[src/rtl/quant_stage.sv]
// rtl/quant_stage.sv - per-lane reciprocal quantizer with one-row output register (optional table writes: QUANT_TBL_WR_EN)
module quant_stage #(
    parameter int IN_W  = 12,
    parameter int OUT_W = 12,
    parameter int LANES = 8,
    parameter int R_W   = 16
) (
    input  logic                          clk,
    input  logic                          reset,
    input  logic                          in_valid,
    output logic                          in_ready,
    input  logic [LANES*IN_W-1:0]         in_data,
    output logic                          out_valid,
    input  logic                          out_ready,
    output logic [LANES*OUT_W-1:0]        out_data,
    output logic [$clog2(LANES)-1:0]      out_row,
    output logic                          out_last,
    input  logic                          tbl_we,
    input  logic [$clog2(LANES*LANES)-1:0] tbl_addr,
    input  logic [R_W-1:0]                tbl_data
);

    localparam int RW  = $clog2(LANES);
    localparam int P_W = IN_W + R_W + 1;
    localparam int Q_W = IN_W + 1;
    localparam int C_W = ((Q_W > OUT_W) ? Q_W : OUT_W) + 1;
    localparam logic [R_W-1:0] DEF_RECIP = R_W'(1) << (R_W - 4);
    localparam logic signed [C_W-1:0] SAT_MAX = (C_W'(1) <<< (OUT_W - 1)) - C_W'(1);
    localparam logic signed [C_W-1:0] SAT_MIN = -(C_W'(1) <<< (OUT_W - 1));
    localparam logic [P_W-1:0] HALF = P_W'(1) << (R_W - 1);

    logic [RW-1:0]          row_cnt;
    logic [R_W-1:0]         recip [LANES];
    logic [LANES*OUT_W-1:0] next_data;
    logic                   accept;

    assign in_ready = !out_valid || out_ready;
    assign accept   = in_valid && in_ready;

`ifdef QUANT_TBL_WR_EN
    logic [R_W-1:0] tbl [LANES*LANES];

    // Reads below are combinational on the current contents, so a write in the
    // same cycle as a handshake only affects later rows.
    always_ff @(posedge clk) begin
        if (reset) begin
            for (int i = 0; i < LANES*LANES; i++) begin
                tbl[i] <= DEF_RECIP;
            end
        end else if (tbl_we) begin
            tbl[tbl_addr] <= tbl_data;
        end
    end

    for (genvar l = 0; l < LANES; l++) begin : g_rd
        assign recip[l] = tbl[{row_cnt, RW'(l)}];
    end
`else
    logic unused_tbl;
    assign unused_tbl = ^{tbl_we, tbl_addr, tbl_data};

    for (genvar l = 0; l < LANES; l++) begin : g_rd
        assign recip[l] = DEF_RECIP;
    end
`endif

    for (genvar l = 0; l < LANES; l++) begin : g_lane
        logic signed [IN_W-1:0]  coef;
        logic signed [R_W:0]     rcp;
        logic signed [P_W-1:0]   prod;
        logic signed [P_W-1:0]   rnd;
        logic signed [Q_W-1:0]   q;
        logic signed [C_W-1:0]   qx;
        logic        [OUT_W-1:0] sat;

        assign coef = in_data[(LANES-1-l)*IN_W +: IN_W];
        assign rcp  = {1'b0, recip[l]};
        assign prod = P_W'(coef) * P_W'(rcp);
        // Adding one half before the arithmetic shift rounds half toward +inf.
        assign rnd  = prod + HALF;
        assign q    = Q_W'(rnd >>> R_W);
        assign qx   = C_W'(q);

        always_comb begin
            sat = OUT_W'(qx);
            if (qx > SAT_MAX) begin
                sat = OUT_W'(SAT_MAX);
            end else if (qx < SAT_MIN) begin
                sat = OUT_W'(SAT_MIN);
            end
        end

        assign next_data[(LANES-1-l)*OUT_W +: OUT_W] = sat;
    end

    always_ff @(posedge clk) begin
        if (reset) begin
            out_valid <= 1'b0;
            out_data  <= '0;
            out_row   <= '0;
            out_last  <= 1'b0;
            row_cnt   <= '0;
        end else if (accept) begin
            out_valid <= 1'b1;
            out_data  <= next_data;
            out_row   <= row_cnt;
            out_last  <= (row_cnt == RW'(LANES - 1));
            row_cnt   <= (row_cnt == RW'(LANES - 1)) ? '0 : row_cnt + RW'(1);
        end else if (out_ready) begin
            out_valid <= 1'b0;
        end
    end

endmodule

[config.mk]
export PLATFORM = sky130hd
export DESIGN_NAME = quant_stage
export DESIGN_NICKNAME = d
export VERILOG_FILES = /design/src/rtl/quant_stage.sv
export SDC_FILE = /design/constraint.sdc
export NUM_CORES = 1
export LEC_CHECK = 0
export BUFFER_PORTS_ARGS = -buffer_cell sky130_fd_sc_hd__buf_2
export CAP_MARGIN = 20
export CORE_ASPECT_RATIO = 0.5
export CORE_MARGIN = 10
export CORE_UTILIZATION = 49
export CTS_CLUSTER_SIZE = 12
export DETAILED_ROUTE_END_ITERATION = 10
export HOLD_SLACK_MARGIN = 0.12
export PLACE_DENSITY = 0.86
export SYNTH_ARGS = -nofsm -noshare
export SYNTH_HDL_FRONTEND = slang
export SYNTH_SLANG_ARGS = --single-unit
[constraint.sdc]
create_clock -name clk -period 1.89 [get_ports clk]
set_input_delay 0.2835 -clock clk [delete_from_list [all_inputs] [get_ports clk]]
set_output_delay 0.2835 -clock clk [all_outputs]
set_load 0.1 [all_outputs]
After elaboration in Yosys (flattened, before gate mapping)
Cells that the tools add are included.

Output and inout port bits: 102. Word-level logic and storage cells: 54. Register bits after elaboration: 104. Input bits: 123.

$lt $le $gt $ge: 16. Reductions and logical operators: 4. Add/subtract/negate cells: 9. Mux-type cells: 19. Eq/ne operators: 1.

Operator list (number): 24-bit by 17-bit adder with 25-bit output, second input constant (8); 12-bit 2-to-1 mux (16); 9-bit by 12-bit > comparator with 1-bit output, second input constant (8); 9-bit by 12-bit less-than comparator with 1-bit output, second input constant (8); 3-bit by 1-bit adder with 3-bit output, second input constant (1); 3-bit equality test, second input constant (1); 3-bit 2-to-1 mux (1); 1-bit 2-to-1 mux (2); 2-bit nonzero test (1); 1-bit logical AND (1); 1-bit logical NOT (1); 1-bit logical OR (1).

Depth between registers and ports, before layout
Word-level depth: 4. Gate-level depth with buffers: 7. Mapped depth without buffers: 5.

Least setup slack after synthesis
OpenSTA, ideal clock, no wires.

Path type: flip-flop to flip-flop. Start: reg out_valid. End: reg out_data[29]. Period minus slack after synthesis: 2332 ps. Arrival: 2186 ps. Required time: 1744 ps. Library setup time: 146 ps. Buffers on the path: 3. Slack: -442 ps. Stages on the path, launching flop included: 8. Cell sequence: dfxtp_1 nand2b_4 and2_1 buf_6 buf_6 buf_6 nor2_1 a211oi_2.

Longest elaborated chain between the ends: 3.

RTL lines: start: declaration (RTL line 13) `output logic out_valid,`; start signal: assignment (RTL line 98) `out_valid <= 1'b0;`; start signal: assignment (RTL line 104) `out_valid <= 1'b1;`; start signal: assignment (RTL line 110) `out_valid <= 1'b0;`; 1-bit logical NOT (RTL line 37) `assign in_ready = !out_valid || out_ready;`; 1-bit logical OR (RTL line 37); net in_ready (RTL line 11) `output logic in_ready,`; 1-bit logical AND (RTL line 38) `assign accept = in_valid && in_ready;`; end signal: assignment (RTL line 105) `out_data <= next_data;`; end: declaration (RTL line 15) `output logic [LANES*OUT_W-1:0] out_data,`.

The timed path passes the listed nets, and every way through them passes these cells. A chain may end at the register's enable or synchronous reset.

Final worst setup path
Start: reg out_valid. End: reg out_data[53].

Longest elaborated chain between the ends: 3.

RTL lines (RTL line): 1-bit logical NOT (37); 1-bit logical OR (37); 1-bit logical AND (38).

No other way between the ends.

==> metrics.txt <==
DR pass1 iterations 6; worst slew pin tran 0.793 ns; I/O Buffers 177; multiplexer share of the synthesized area 0%; pwr dens 1040 nW/µm²; complex-gate fraction of the synthesized area 19.0%; fmax 664 MHz; NetSw 2.27 mW; Post-CTS Resized 0; type of origin of the critical path register; final setup vio count 0; clock skew 0.00520 ns; first-pass GRT wire length 19.3 mm; syn nets 603; Post-Synthesis Cells 470; H-tree depth 3; largest family of logic cells by synthesized area compound AO/OA/AOI/OAI gates; Site Rows 24; DR DRC count 0; Hold Path Sink out_valid; cells taking the most area after synthesis dfxtp_1 41%, a211oi_2 9.5%, nor2_1 6.3%; switching part of the total power 40.2%; Final HPWL DP 9.29 mm; R2R cell count 5; Tmin final 1.51 ns; Post-Synth Adder-Cell Area 2.89%; Worst VDD drop 0.577 mV; CP Capture Type register; Initial Util 50.0%; drt initial violations 172; CP startpoint out_valid; period utilisation layout 79.7%; CTS Buffer Depth 2; XOR/XNOR Fraction of Synth Area 11.1%; clk sinks 88; num ports 225; Antenna Cells 0; RSZ-0062 raised after global routing false; critical hold path startpoint in_valid; Synth Area in Simple Gates 18.5%; vias in the first global route 3998; Num CTS Buffers 9; status completed; critical path, cell by cell nand2b_4, and2_4, buf_12, nor2_1, a211oi_2; die extent in x 153 µm; commonest cells in the netlist 88 x dfxtp_1, 72 x nor2_1, 52 x nand2_1, 33 x a211oi_2, 30 x nand3_1; Nets 757; area grow syn2layout 25.5%; Critical Path RT 2.12 ns; die footprint 13200 µm²; FFs w/ async S/R, synth 0%; DRT antenna net count 0; Setup TNS 0 ns; max cap viols 0; Avg Synthesized Cell Area 9.20 µm²; CTS tree built; Flop pwr share 36.5%; hold_buf cts 0; Post-CTS Repair Setup Buffers 0; DRT Wirelength 11.9 mm; RR Endpoint out_data[53]; WL per Instance 16.0 µm; ys flop type dfxtp_1; share of cells above drive strength 1 37.6%; GPL Wtd Cong 0.846; final hold vios 0; Arr. time, crit path 1.74 ns; chip height 86.4 µm; Seq/Total Area, Yosys 40.7%; Worst slew margin 47.0%; Int Pwr 3.38 mW; Synth area leader dfxtp_1; synth warn 0; hold depth 3; reg2reg start out_valid; Max Slew Vio Count 0; clock share of power 29.7%; Post-synth EDFFs 0; top cell type's share of synthesized area 40.7%; kind of critical path reg2reg; flops & latches, synth 88; Hold Path Class in2reg; Root Driver clkbuf_16; logic gate share of total power 33.8%; GR Util All Layers 17.5%; Layout Utilization 62.7%; synth unique cells 29; most numerous cell in the Yosys netlist dfxtp_1; critical path fanouts, max 38; initial antenna violation count 0; Netlist Area Pre-Place 4320 µm²; Crit-path slowest cell and2_4; Reg clk slew, reported paths 0.06 ns; R2R Setup Slk 0.38 ns; Vias per Instance 5.23; Core ar. 8650 µm²; peak per-stage delay on the critical path 0.42 ns; routed vias 3889; P_leak 2.38 nW; GR Overflow Total 0; pin count of the biggest net entering global routing 52; Clk Latency, worst-skew pair 0.32 ns
per-stage QoR:
stage	power (mW)	std cells	cell area [µm²]	setup slack, ns	hold WS (ns)
global placement	3.99	730	5140	0.395	0.440
floorplan	3.68	470	4330	0.159	0.403
detailed placement	4.02	730	5140	0.315	0.445
finish	5.65	744	5430	0.384	0.210
global route	5.88	744	5430	0.287	0.208
CTS	5.70	744	5430	0.385	0.198
critical path: cells and delay by family (launching register included):
family / cells / cell delay [ns]
buf+inv: 1 / 0.27
flops: 1 / 0.35
simple gates: 3 / 0.56
compound gates: 1 / 0.21
cell type report:
cell class	count	area, µm²
fill	748	3220
multi-input combinational	337	2230
sequential	88	1770
timing repair buffer	185	986
clock buffer	14	284
tap	117	146
inverter	3	11.3
power by group through the flow:
stage | Sequential (mW) | Combinational [mW] | Clock [mW]
after floorplan | 3.06 | 0.616 | 0
after global placement | 2.10 | 1.89 | 0
after detailed placement | 2.10 | 1.91 | 0
after CTS | 2.06 | 1.92 | 1.72
after global routing | 2.08 | 2.00 | 1.80
final | 2.06 | 1.91 | 1.68
kinds of logic (layout without fill, tap and decap cells):
group,after synthesis,count (layout)
AOI/OAI and AO/OA,91,91
xor gates and xnor gates,55,55
DFF,88,88
adders and majority gates,10,10
buffers and inverters,45,202
and+or+nand+nor,181,181
layout by cell type (no fill, tap or decap):
master / count
a32o_1: 10
nand4_1: 9
buf_4: 6
a21oi_1: 22
inv_1: 3
nand2b_4: 1
and2_1: 1
nand3b_1: 1
and2_4: 1
dfxtp_1: 87
xnor2_1: 27
a211oi_1: 22
nand3_1: 30
or3_1: 2
nor2_1: 72
o21ai_0: 1
a311oi_2: 1
nor2_4: 1
clkbuf_1: 1
dfxtp_4: 1
a211oi_2: 33
nor3_1: 2
xor2_1: 28
o211ai_1: 2
buf_12: 3
ha_1: 10
and3_1: 7
buf_2: 176
clkbuf_8: 4
clkbuf_16: 9
and4_1: 2
nand2_1: 52
state kept, by name (all words and copies together) (netlist names):
register and count:
out_row 3, row_cnt 3, out_valid 1, out_last 1, out_data 80
layer usage:
layer / up-vias / track usage [%] / share of wire (%)
li1: 1943 / - / -
met2: 109 / 33.2 / 53
met5: - / 0 / 0
met3: 24 / 5.04 / 5.2
met1: 1813 / 18.1 / 39
met4: 0 / 6.88 / 2.9
how the worst max path moves through the flow:
stage                              end  slack, ns
after floorplan           out_data[29]       0.16
after global placement    out_data[91]       0.40
after detailed placement  out_data[53]       0.32
after CTS                 out_data[53]       0.38
after global routing      out_data[91]       0.29
final                     out_data[53]       0.38
(Power assumes the default switching activity.)
